===== src/rtl/xctcmsg_bus_arbiter.sv =====
// Round-robin bus arbiter for xctcmsg units: grants one sender, holds its message,
// then delivers it to the lowest-indexed port whose address matches, or counts a drop.
module xctcmsg_bus_arbiter #(
  parameter int NUM_PORTS        = 4,
  parameter int DROP_COUNT_WIDTH = 16
) (
  input  logic                        clk,
  input  logic                        rst,
  input  logic [NUM_PORTS*32-1:0]     port_address_i,
  input  logic [NUM_PORTS-1:0]        snd_val_i,
  output logic [NUM_PORTS-1:0]        snd_ack_o,
  input  logic [NUM_PORTS*32-1:0]     snd_dst_i,
  input  logic [NUM_PORTS*32-1:0]     snd_tag_i,
  input  logic [NUM_PORTS*64-1:0]     snd_msg_i,
  input  logic [NUM_PORTS-1:0]        rcv_rdy_i,
  output logic [NUM_PORTS-1:0]        rcv_val_o,
  output logic [31:0]                 rcv_src_o,
  output logic [31:0]                 rcv_tag_o,
  output logic [63:0]                 rcv_msg_o,
  output logic                        busy_o,
  output logic [DROP_COUNT_WIDTH-1:0] drop_count_o,
  output logic                        dbg_state_o
);

  localparam int IW = $clog2(NUM_PORTS);

  // Handshake: a sender holds snd_val_i with stable data until snd_ack_o pulses for
  // one cycle; a delivery is held on rcv_val_o until the target's rcv_rdy_i is high.
  typedef enum logic {ST_IDLE = 1'b0, ST_DELIVER = 1'b1} state_t;

  state_t                      r_state;
  logic [IW-1:0]               r_last_grant;
  logic [31:0]                 r_src;
  logic [31:0]                 r_dst;
  logic [31:0]                 r_tag;
  logic [63:0]                 r_msg;
  logic [DROP_COUNT_WIDTH-1:0] r_drop_count;

  logic          w_grant_found;
  logic [IW-1:0] w_grant;
  logic          w_target_found;
  logic [IW-1:0] w_target;
  logic          w_accept;

  always_comb begin
    w_grant_found = 1'b0;
    w_grant       = '0;
    for (int k = 1; k <= NUM_PORTS; k++) begin
      if (!w_grant_found && snd_val_i[(int'(r_last_grant) + k) % NUM_PORTS]) begin
        w_grant_found = 1'b1;
        w_grant       = IW'((int'(r_last_grant) + k) % NUM_PORTS);
      end
    end
  end

  // Scan downward so the lowest matching index is the one that sticks.
  always_comb begin
    w_target_found = 1'b0;
    w_target       = '0;
    for (int i = NUM_PORTS - 1; i >= 0; i--) begin
      if (port_address_i[i*32 +: 32] == r_dst) begin
        w_target_found = 1'b1;
        w_target       = IW'(i);
      end
    end
  end

  assign w_accept = !rst && (r_state == ST_IDLE) && w_grant_found;

  always_comb begin
    snd_ack_o = '0;
    rcv_val_o = '0;
    for (int i = 0; i < NUM_PORTS; i++) begin
      snd_ack_o[i] = w_accept && (w_grant == IW'(i));
      rcv_val_o[i] = !rst && (r_state == ST_DELIVER) && w_target_found && (w_target == IW'(i));
    end
  end

  assign rcv_src_o    = r_src;
  assign rcv_tag_o    = r_tag;
  assign rcv_msg_o    = r_msg;
  assign busy_o       = !rst && (r_state == ST_DELIVER);
  assign drop_count_o = rst ? '0 : r_drop_count;
  assign dbg_state_o  = r_state;

  always_ff @(posedge clk) begin
    if (rst) begin
      r_state      <= ST_IDLE;
      r_last_grant <= IW'(NUM_PORTS - 1);
      r_src        <= '0;
      r_dst        <= '0;
      r_tag        <= '0;
      r_msg        <= '0;
      r_drop_count <= '0;
    end else begin
      case (r_state)
        ST_IDLE: begin
          if (w_grant_found) begin
            r_src        <= port_address_i[int'(w_grant)*32 +: 32];
            r_dst        <= snd_dst_i[int'(w_grant)*32 +: 32];
            r_tag        <= snd_tag_i[int'(w_grant)*32 +: 32];
            r_msg        <= snd_msg_i[int'(w_grant)*64 +: 64];
            r_last_grant <= w_grant;
            r_state      <= ST_DELIVER;
          end
        end
        ST_DELIVER: begin
          if (!w_target_found) begin
            if (r_drop_count != '1) r_drop_count <= r_drop_count + 1'b1;
            r_state <= ST_IDLE;
          end else if (rcv_rdy_i[w_target]) begin
            r_state <= ST_IDLE;
          end
        end
        default: r_state <= ST_IDLE;
      endcase
    end
  end

endmodule


===== config.mk =====
export PLATFORM = sky130hd
export DESIGN_NAME = xctcmsg_bus_arbiter
export DESIGN_NICKNAME = d
export VERILOG_FILES = /design/src/rtl/xctcmsg_bus_arbiter.sv
export SDC_FILE = /design/constraint.sdc
export NUM_CORES = 1
export LEC_CHECK = 0
export CELL_PAD_IN_SITES_DETAIL_PLACEMENT = 1
export CELL_PAD_IN_SITES_GLOBAL_PLACEMENT = 2
export CORE_AREA = 2 2 314 316
export DETAILED_ROUTE_END_ITERATION = 10
export DIE_AREA = 0 0 316 318
export PLACE_DENSITY = 0.65
export SETUP_SLACK_MARGIN = 0.3
export SLEW_MARGIN = 20
export SYNTH_ARGS = -nofsm -noshare
export SYNTH_HDL_FRONTEND = slang
export SYNTH_SLANG_ARGS = --single-unit
export TNS_END_PERCENT = 5

===== constraint.sdc =====
create_clock -name clk -period 5.9 [get_ports clk]
set_input_delay 0.59 -clock clk [delete_from_list [all_inputs] [get_ports clk]]
set_output_delay 0.59 -clock clk [all_outputs]
set_load 0.02 [all_outputs]

Word level (Yosys, flattened, before mapping)
Cells that the tools add are included.
- output and inout port bits: 154
- input port bits: 650
- register bits: 179
- bitwise logic cells: 6
- order comparisons: 5
- reduce and logical (&&, ||, !) cells: 27
- equal/unequal tests: 11
- shifts and indexed selects: 4
- muxes and demuxes: 35
- add/subtract/negate cells: 5
- operator list (kind ; number):
    $shiftx A128 B8 Y32 ; 3
    $shiftx A256 B9 Y64 ; 1
    $eq A32 B32 Y1 ; 4
    $mux W1 ; 20
    $add A16 B1 Y16 const B ; 1
    $lt A3 B4 Y1 const B ; 4
    $mux W16 ; 1
    $mux W2 ; 8
    $ne A16 B16 Y1 const B ; 1
    $logic_and A1 B1 Y1 ; 15
    $bmux W1 S2 ; 5
    $eq A2 B2 Y1 const B ; 4
    $reduce_or A2 Y1 ; 4
    $add A2 B1 Y2 const B ; 2
    $add A2 B2 Y2 const B ; 2
    $and A1 B1 Y1 const A ; 4
    $eq A2 B1 Y1 const B ; 2
    $logic_not A1 Y1 ; 4
    $logic_not A2 Y1 ; 2
    $lt A2 B3 Y1 const B ; 1
    $reduce_and A3 Y1 ; 1
    $not A1 Y1 ; 2
    $pmux W1 S2 ; 1
    $reduce_and A2 Y1 ; 1

Logic depth before layout (Yosys ltp)
- depth in word-level cells: 18
- mapped depth: 10
- mapped depth without buffers: 7

Worst setup path after synthesis
Ideal clock, no wire load.
- path type: input port to output port
- start point: input port snd_val_i[3]
- end point: output port snd_ack_o[2]
- stages on the path: 7
- path slack: 3.234 ns
- arrival time: 2.076 ns
- data required time: 5.310 ns
- path through: inv_1 > o22a_1 > a21oi_1 > clkbuf_1 > buf_1 > nand2_1 > nor2_1
- longest elaborated chain between the ends: 15
- ends and longest elaborated chain (item ; line ; source):
    start: declaration ; 10 ; input logic [NUM_PORTS-1:0] snd_val_i,
    $bmux W1 S2 ; 49 ; if (!w_grant_found && snd_val_i[(int'(r_last_grant) + k) % NUM_PORTS]) begin
    $mux W1 (implied by the code) (2 in series) ; 49 ;
    $mux W1 ; 49 ;
    $logic_not A1 Y1 ; 49 ;
    $logic_and A1 B1 Y1 ; 49 ;
    $mux W1 ; 49 ;
    $logic_not A1 Y1 ; 49 ;
    $logic_and A1 B1 Y1 ; 49 ;
    $mux W1 ; 49 ;
    $logic_not A1 Y1 ; 49 ;
    $logic_and A1 B1 Y1 ; 49 ;
    $mux W2 / $mux W1 (equally long branches) ; 49 ;
    $eq A2 B2 Y1 / $logic_and A1 B1 Y1 (equally long branches) ; 74, 68 ;
    $logic_and A1 B1 Y1 * ; 74 ; snd_ack_o[i] = w_accept && (w_grant == IW'(i));
    end: declaration ; 11 ; output logic [NUM_PORTS-1:0] snd_ack_o,
Every way passes the cells marked *; elsewhere a longest branch is shown, timed or not. The select of a mux whose other input is x is not followed.

Final worst setup path
- start point: input port port_address_i[118]
- end point: output port rcv_val_o[3]
- longest elaborated chain between the ends: 7
- ends and longest elaborated chain (item ; line ; source):
    start: declaration ; 9 ; input logic [NUM_PORTS*32-1:0] port_address_i,
    $eq A32 B32 Y1 * ; 61 ; if (port_address_i[i*32 +: 32] == r_dst) begin
    $mux W2 / $mux W1 (equally long branches) (4 in series) ; 61 ;
    $eq A2 B2 Y1 / $logic_and A1 B1 Y1 (equally long branches) ; 75 ; rcv_val_o[i] = !rst && (r_state == ST_DELIVER) && w_target_found && (w_target == IW'(i));
    $logic_and A1 B1 Y1 * ; 75 ;
    end: declaration ; 16 ; output logic [NUM_PORTS-1:0] rcv_val_o,
Every way passes the cells marked *; elsewhere a longest branch is shown, timed or not.

==> results.py <==
metrics = {
    "job": {
        "cap_violations": 0,
    },
    "timing": {
        "setup_viol": 0,
        "maxSlewViolCount": 0,
        "fin_crit_sh": 0.801,
        "tightest_slew_ns": 0.957,
        "grt_setup_unrepaired": "false",
        "setup_ws_ns": 1.18,
        "period_needed_ns": 4.72,
        "max_freq_mhz": 212,
        "hold_violations": 0,
        "finalClockSkew_ns": 0.0214,
        "tns_ns": 0,
        "timing.slew.headroom": 0.362,
    },
    "worst_setup_path": {
        "r2r_cells": 7,
        "ff2ff_setup_slack_ns": 2.63,
        "path_class": "input port to primary output",
        "cp.required_ns": 5.31,
        "worst_setup_path_end_kind": "primary output",
        "crit_path_max_fanout": 4,
        "cp.arrival_ns": 4.13,
        "r2r-start": "r_dst[22]$_SDFFE_PP0P_",
        "crit_path_start_kind": "input port",
        "reg2reg_to": "r_drop_count[15]$_SDFFE_PP0P_",
    },
    "synth": {
        "ys_seq_elements": 179,
        "synth_area_leaders": "dfxtp_1 (28%), nand2_1 (24%), nand3_1 (19%)",
        "syn_area_sq_mm": 0.0129,
        "ys_seq_area_frac": 0.278,
        "synth_nets": 2774,
        "synth-async-reset-ratio": 0,
        "ys.flop_type": "dfxtp_1",
        "synthDistinctLibCells": 45,
        "ys_warn_count": 0,
        "synth_edf_count": 0,
        "yosysTopAreaCell": "dfxtp_1",
        "synth_top_area_frac": 0.278,
        "syn_area_per_cell_sq_um": 6.07,
        "synthCells": 2123,
    },
    "run_status": {
        "status": "completed",
    },
    "grt": {
        "grt_util_all_layers": 0.175,
        "grt_remaining_overflow": 0,
        "grt_pass1_wl_um": 127000,
        "grt_pass1_vias": 17761,
        "antenna_found_initial": 30,
        "grt_max_degree": 147,
    },
    "cells_and_area": {
        "drive_above_1_share": 0.0266,
        "final_cell_mix": "nand2_1 (812), clkdlybuf4s50_1 (802), nand3_1 (486)",
        "fin_nets": 3421,
        "final_common_cell": "nand2_1",
        "area.growth.synth_to_final_pct": 75.2,
    },
    "detailed_routing": {
        "via_per_inst": 4.19,
        "drt_iter0_drc": 622,
        "drt_wl_total_um": 90700,
        "firstDrtPassIters": 4,
        "wl_per_cell_um": 22.2,
        "drc_errors": 0,
        "ant_nets": 0,
        "dr_total_vias": 17085,
    },
    "floorplanning": {
        "die_h_um": 318,
        "coreArea_sq_mm": 0.0974,
        "rows": 115,
        "dieWidth_um": 316,
        "dieArea_sq_mm": 0.100,
        "start_util": 0.132,
        "pin_count": 804,
    },
    "clock_tree": {
        "htree_levels": 4,
        "clk_latency_ns": 0.52,
        "cts_buffer_depth": 2,
        "cts_tree": "built",
        "ctsRootBufferMaster": "clkbuf_16",
        "clkSlewWorstSetupHoldPaths_ns": 0.08,
        "cts-resized-gates": 0,
        "cts_sinks": 179,
        "cts_made_buffers": 17,
        "postCtsSetupBuffers": 0,
        "hold_buffers": 0,
    },
    "hold_path": {
        "hp-class": "flop to flop",
        "whs_endpoint": "rcv_msg_o[24]$_SDFFE_PP0P_",
        "hold_path_depth": 2,
        "hold_path_startpoint": "rcv_msg_o[24]$_SDFFE_PP0P_",
    },
    "placed_design": {
        "place.gp.congestion": 0.819,
        "pre_cts_slack_ns": 1.10,
        "dp_hpwl_um": 70700,
        "port_buffers": 803,
    },
    "power": {
        "p_leak_nw": 8.76,
        "vdd_drop_max_v": 0.000133,
        "power_density_mw_per_mm2": 230,
    },
}
-- stage by stage --
stage / instances / instance area (sq um) / utilization / hold slack [ns] / total power [W]
2_1_floorplan: 2123 / 12900 / - / 0.451 / 0.00271
3_3_place_gp: 4038 / 21900 / 0.225 / 0.441 / 0.00397
3_5_place_dp: 4038 / 21900 / 0.225 / 0.446 / 0.00398
4_1_cts: 4070 / 22500 / 0.231 / 0.458 / 0.00535
5_1_grt: 4080 / 22600 / 0.232 / 0.477 / 0.00555
6_report: 4082 / 22600 / 0.232 / 0.455 / 0.00519
-- cell type report --
class,count,area (sq um)
Timing Repair Buffer,824,8290
Multi-Input combinational cell,1742,8430
Fill cell,11977,74900
Clock inverter,15,170
Inverter,6,22.5
Antenna cell,12,30.0
Clock buffer,17,425
Tap cell,1287,1610
Sequential cell,179,3580
-- synth_stat cells, types with 3 or more instances --
library cell	count
nand3_1	486
nand2b_1	3
nor2_1	22
nor2b_1	16
nand4_1	15
nor4_1	29
xnor2_1	24
buf_2	10
buf_4	29
buf_6	4
mux2_2	6
nor3_1	3
o21ai_0	13
or3_1	7
inv_1	6
a21oi_1	170
clkbuf_1	139
nand2_1	812
dfxtp_1	179
buf_1	14
or4_1	3
xor2_1	104
-- logic make-up after synthesis --
group | after synthesis | synth area share
xor+xnor | 128 | 0.0870
compound gates | 195 | 0.0784
simple gates | 1412 | 0.480
fa+ha+maj | 1 | 0.000971
flops | 179 | 0.278
buf+inv | 202 | 0.0706
mux | 6 | 0.00525
-- worst max-delay path, stage by stage --
cell and delay, ns:
clkdlybuf4s50_1 0.46, xor2_1 0.22, nor4_1 0.80, nand4_1 0.16, nor2_1 0.59, nand2_1 0.16, nor2_1 0.43, clkdlybuf4s50_1 0.70
-- where the power goes --
part	switching (W)	internal, W
combinational	0.00136	0.00103
sequential	0.000142	0.00137
clock	0.000657	0.000636
-- routing by layer --
layer	global-route usage	wire length, um	vias to the layer above
met4	0.0664	2940	30
met2	0.299	43900	539
met1	0.191	35400	8055
li1	-	-	8349
met5	0	207	-
met3	0.0726	8190	112
-- how the worst max path moves through the flow --
stage | start | endpoint | depth (start not counted)
2_1_floorplan | snd_val_i[3] | snd_ack_o[2] | 7
3_3_place_gp | port_address_i[118] | rcv_val_o[3] | 8
3_5_place_dp | port_address_i[118] | rcv_val_o[3] | 8
4_1_cts | r_dst[4]$_SDFFE_PP0P_ | rcv_val_o[3] | 7
5_1_grt | port_address_i[118] | rcv_val_o[3] | 8
6_report | port_address_i[118] | rcv_val_o[3] | 8
-- registers in the layout, summed over array words and instances, names as in the netlist --
signal and count:
rcv_tag_o 32, rcv_msg_o 64, r_drop_count 16, dbg_state_o 1, r_dst 32, rcv_src_o 32, r_last_grant 2
Note: power is estimated with default switching activity, not from simulation.
